[config.mk]
export PLATFORM = sky130hd
export DESIGN_NAME = id_inst_queue
export DESIGN_NICKNAME = d
export VERILOG_FILES = /design/src/rtl/id_inst_queue.sv
export SDC_FILE = /design/constraint.sdc
export NUM_CORES = 1
export LEC_CHECK = 0
export BUFFER_PORTS_ARGS = -buffer_cell sky130_fd_sc_hd__buf_2
export CAP_MARGIN = 20
export CORE_MARGIN = 10
export CORE_UTILIZATION = 59
export CTS_BUF_LIST = sky130_fd_sc_hd__clkbuf_4 sky130_fd_sc_hd__clkbuf_8 sky130_fd_sc_hd__clkbuf_16
export CTS_CLUSTER_SIZE = 10
export DETAILED_ROUTE_END_ITERATION = 8
export PLACE_DENSITY_LB_ADDON = 0.15
export SLEW_MARGIN = 20
export SYNTH_ARGS = -nofsm -noshare
export SYNTH_HDL_FRONTEND = slang
export SYNTH_SLANG_ARGS = --single-unit
[constraint.sdc]
create_clock -name clk -period 23.7 [get_ports clk]
set_input_delay 2.37 -clock clk [delete_from_list [all_inputs] [get_ports clk]]
set_output_delay 2.37 -clock clk [all_outputs]
set_load 0.005 [all_outputs]
[src/rtl/id_inst_queue.sv]
// IF->ID instruction queue: DEPTH-entry FIFO carrying fetch context per entry.
// Delay-slot flag is captured at enqueue time and survives IF stalls.
module id_inst_queue #(
  parameter int DEPTH = 4,
  parameter int AFULL = DEPTH - 1
) (
  input  logic                       clk,
  input  logic                       rst,
  input  logic                       if_valid_in,
  output logic                       id_allowin_out,
  input  logic [31:0]                if_PC_in,
  input  logic [31:0]                if_NPC_in,
  input  logic [31:0]                if_NNPC_in,
  input  logic [31:0]                if_Instruct_in,
  input  logic                       if_bj_in,
  input  logic                       if_exception_in,
  input  logic [4:0]                 if_ExcCode_in,
  input  logic [31:0]                if_error_VAddr_in,
  input  logic                       id_ready_in,
  output logic                       id_valid_out,
  output logic [31:0]                id_PC_out,
  output logic [31:0]                id_NPC_out,
  output logic [31:0]                id_NNPC_out,
  output logic [31:0]                id_Instruct_out,
  output logic [31:0]                id_error_VAddr_out,
  output logic                       id_exception_out,
  output logic [4:0]                 id_ExcCode_out,
  output logic                       id_bd_out,
  input  logic                       wb_ClrStpJmp_in,
  output logic                       if_afull_out,
  output logic [$clog2(DEPTH+1)-1:0] id_count_out
);

  localparam int CW = $clog2(DEPTH + 1);
  localparam int PW = $clog2(DEPTH);

  typedef struct packed {
    logic [31:0] pc;
    logic [31:0] npc;
    logic [31:0] nnpc;
    logic [31:0] instruct;
    logic [31:0] vaddr;
    logic        exception;
    logic [4:0]  exc_code;
    logic        bd;
  } entry_t;

  entry_t          mem_q [DEPTH];
  entry_t          mem_d [DEPTH];
  logic [PW-1:0]   wr_ptr_q, wr_ptr_d;
  logic [PW-1:0]   rd_ptr_q, rd_ptr_d;
  logic [CW-1:0]   count_q, count_d;
  logic            bj_last_q, bj_last_d;
  logic            enq, deq;
  entry_t          head;

  assign id_allowin_out = (count_q != CW'(DEPTH));
  assign id_valid_out   = (count_q != '0);
  assign enq = if_valid_in & id_allowin_out & ~wb_ClrStpJmp_in;
  assign deq = id_valid_out & id_ready_in & ~wb_ClrStpJmp_in;

  always_comb begin
    mem_d     = mem_q;
    wr_ptr_d  = wr_ptr_q;
    rd_ptr_d  = rd_ptr_q;
    count_d   = count_q;
    bj_last_d = bj_last_q;
    if (wb_ClrStpJmp_in) begin
      // Flush wins; storage is left stale since the head is marked invalid.
      wr_ptr_d  = '0;
      rd_ptr_d  = '0;
      count_d   = '0;
      bj_last_d = 1'b0;
    end else begin
      if (enq) begin
        mem_d[wr_ptr_q].pc        = if_PC_in;
        mem_d[wr_ptr_q].npc       = if_NPC_in;
        mem_d[wr_ptr_q].nnpc      = if_NNPC_in;
        mem_d[wr_ptr_q].instruct  = if_Instruct_in;
        mem_d[wr_ptr_q].vaddr     = if_error_VAddr_in;
        mem_d[wr_ptr_q].exception = if_exception_in;
        mem_d[wr_ptr_q].exc_code  = if_ExcCode_in;
        mem_d[wr_ptr_q].bd        = bj_last_q;
        wr_ptr_d  = wr_ptr_q + 1'b1;
        bj_last_d = if_bj_in;
      end
      if (deq) begin
        rd_ptr_d = rd_ptr_q + 1'b1;
      end
      if (enq && !deq) begin
        count_d = count_q + 1'b1;
      end else if (deq && !enq) begin
        count_d = count_q - 1'b1;
      end
    end
  end

  always_ff @(posedge clk or posedge rst) begin
    if (rst) begin
      for (int i = 0; i < DEPTH; i++) begin
        mem_q[i] <= '0;
      end
      wr_ptr_q  <= '0;
      rd_ptr_q  <= '0;
      count_q   <= '0;
      bj_last_q <= 1'b0;
    end else begin
      mem_q     <= mem_d;
      wr_ptr_q  <= wr_ptr_d;
      rd_ptr_q  <= rd_ptr_d;
      count_q   <= count_d;
      bj_last_q <= bj_last_d;
    end
  end

  assign head               = mem_q[rd_ptr_q];
  assign id_PC_out          = head.pc;
  assign id_NPC_out         = head.npc;
  assign id_NNPC_out        = head.nnpc;
  assign id_Instruct_out    = head.instruct;
  assign id_error_VAddr_out = head.vaddr;
  assign id_exception_out   = head.exception;
  assign id_ExcCode_out     = head.exc_code;
  assign id_bd_out          = head.bd;
  assign if_afull_out       = (count_q >= CW'(AFULL));
  assign id_count_out       = count_q;

endmodule

==> flow_summary.json <==
{
  "fp.dieW_um": 245,
  "num_vias": 15900,
  "row_count": 82,
  "cts_buffers": 78,
  "finClkSkew_ns": 0.0135,
  "drive_gt1_share_pct": 62.5,
  "firstDrtPassIters": 6,
  "htreeDepth": 3,
  "setup_tns_ns": 0,
  "synth_area_leaders": "dfrtp_1 (57%), mux2_2 (24%), mux4_2 (13%)",
  "ctsHoldBuffers": 0,
  "crit_type": "reg2out",
  "clock-sinks": 676,
  "power.density_nw_per_um2": 127,
  "placed_cells": 2604,
  "power_leakage_nw": 15.4,
  "timing.fmax_ghz": 0.159,
  "path_buf_inv": 3,
  "grt_usage_pct": 22.0,
  "place_ws_ns": 17.90,
  "crit_family": "buffers and inverters",
  "rsz0062_at_grt": "false",
  "synth-edff-count": 0,
  "wl_mm": 64.5,
  "cts_tree": "yes",
  "synthTopCellsByCount": "dfrtp_1 (676), mux2_2 (630), mux4_2 (167)",
  "viasPerCell": 5.89,
  "synth.most_common_cell": "dfrtp_1",
  "grt_pass1_wl_mm": 103,
  "peakVddDrop_mv": 0.0787,
  "worstPathRequired_ns": 21.33,
  "clk_path_buf_depth": 3,
  "crit_arrival_ns": 3.94,
  "ant_nets": 0,
  "synth-async-reset-ratio_pct": 100,
  "gr-total-overflow": 0,
  "synthCells": 1683,
  "stdcell_area_um2": 33600,
  "synth-seq-area-share_pct": 56.9,
  "cp_slowest_cell": "buf_4",
  "initial_utilization_pct": 59.5,
  "antenna_found_initial": 18,
  "insertion_delay_ns": 0.60,
  "crit_path_end_kind": "output pin",
  "clkTransAtPathRegs_ns": 0.05,
  "syn_area_um2": 29800,
  "grt_pass1_vias": 18100,
  "fp.coreArea_um2": 50000,
  "drv_cap": 0,
  "setup_viol": 0,
  "synth.top_cell.area_share_pct": 56.9,
  "dp_hpwl_mm": 40.7,
  "status": "finished clean",
  "drc": 0,
  "finalCritPeriodShare_pct": 26.6,
  "setup_slack_ns": 17.39,
  "layoutNonFillerInstCount": 2706,
  "pin_count": 345,
  "port_buffers": 344,
  "fin_nets": 2190,
  "start_kind": "flip-flop",
  "power_mw": 4.26,
  "synth-main-ff-cell": "dfrtp_1",
  "die_area_um2": 59800,
  "place.gp.congestion": 0.750,
  "grt_max_degree": 133,
  "root_buffer": "clkbuf_16",
  "fin_util_pct": 67.2,
  "hold_class": "reg2reg",
  "worst_pin_slew_ns": 1.05,
  "syn_avg_cell_area_um2": 17.7,
  "cts_setup_buffers": 0,
  "synth-seq-cells": 676,
  "slew_headroom_pct": 30.3,
  "dpl_cell_area_um2": 31400,
  "syn-num-nets": 1860,
  "finalCriticalPeriod_ns": 6.31,
  "crit_path_cell_trace": "buf_4 > buf_4 > mux4_2 > buf_2",
  "cpMostUsedCell": "buf_4",
  "slowest_delay_ns": 0.86,
  "maxSlewViolCount": 0,
  "synth_top_area_cell": "dfrtp_1",
  "wl_per_cell_um": 23.8,
  "synth_cell_types": 35,
  "die_h_um": 245,
  "ctsResizeCount": 0,
  "hold_viol": 0,
  "area_growth_pct": 12.8,
  "initialDrtViolationCount": 789,
  "yosysWarnings": 0,
  "hold_ws_ns": 0.486,
  "critPathMaxFanout": 48
}
## power by group
group / internal (mW) / total, mW / switching [mW] / leakage, nW
registers: 1.63 / 1.88 / 0.249 / 8.52
logic: 0.821 / 1.34 / 0.518 / 5.85
clock network: 0.622 / 1.05 / 0.423 / 1.05
total: 3.07 / 4.26 / 1.19 / 15.4
## worst reg2reg max path, delay by kind of cell (launching register included)
kind                   cells  cell delay (ns)
buffers and inverters      3             1.42
flip-flops                 1             0.55
AND/OR/NAND/NOR            2             0.81
multiplexers               1             0.48
## metal layers
metal | routed length (um) | track usage [%] | up-vias
li1 | - | - | 6957
met1 | 26100 | 27.2 | 8509
met2 | 32400 | 36.9 | 326
met3 | 4390 | 6.92 | 121
met4 | 1400 | 6.28 | 26
met5 | 162 | 0 | -
## cell usage in the layout, fill, tap and decap left out, drive strengths merged, types with 2 or more instances in the layout
cell type	instances
mux2i	2
mux4	167
buf	367
inv	7
diode	10
a21oi	3
mux2	670
nor2	9
nand3b	2
clkbuf	89
nand3	7
o21ai	3
xor2	2
ha	4
dfrtp	676
## logic make-up (layout without fill, tap and decap cells)
kind of cell,count (synthesis),in the layout,synth area share (%)
AOI/OAI and AO/OA,14,14,0.332
xor gates and xnor gates,2,2,0.0589
muxes,839,839,38.1
buffers and inverters,124,465,3.84
adders and majority gates,5,5,0.236
DFF,676,676,56.9
and+or+nand+nor,23,23,0.610
other,0,10,0
## worst paths after layout
check	startpoint	endpoint	slack, ns	cells past startpoint
setup / recovery	rd_ptr_q[0]	id_Instruct_out[4]	17.39	4
hold / removal	mem_q[478]	mem_q[478]	0.49	1
hold reg to reg	mem_q[478]	mem_q[478]	0.49	1
min in group asynchronous	rst	mem_q[477]	1.92	2
max in group asynchronous	rst	mem_q[65]	19.41	4
setup reg to reg	id_count_out[2]	mem_q[544]	20.33	6
## state kept, by name, summed over array words and instances (netlist names)
name and flops:
id_count_out 3, mem_q 668, rd_ptr_q 2, bj_last_q 1
wr_ptr_q 2
## final cells by class
cell class	count	area [um^2]
Antenna cell	10	25.0
Clock buffer	89	2090
Clock inverter	2	35.0
Fill cell	3493	16400
Inverter	7	36.3
Multi-Input combinational cell	883	11700
Sequential cell	676	16900
Tap cell	672	841
Timing Repair Buffer	367	1920
Power figures use the tool's default switching activity.
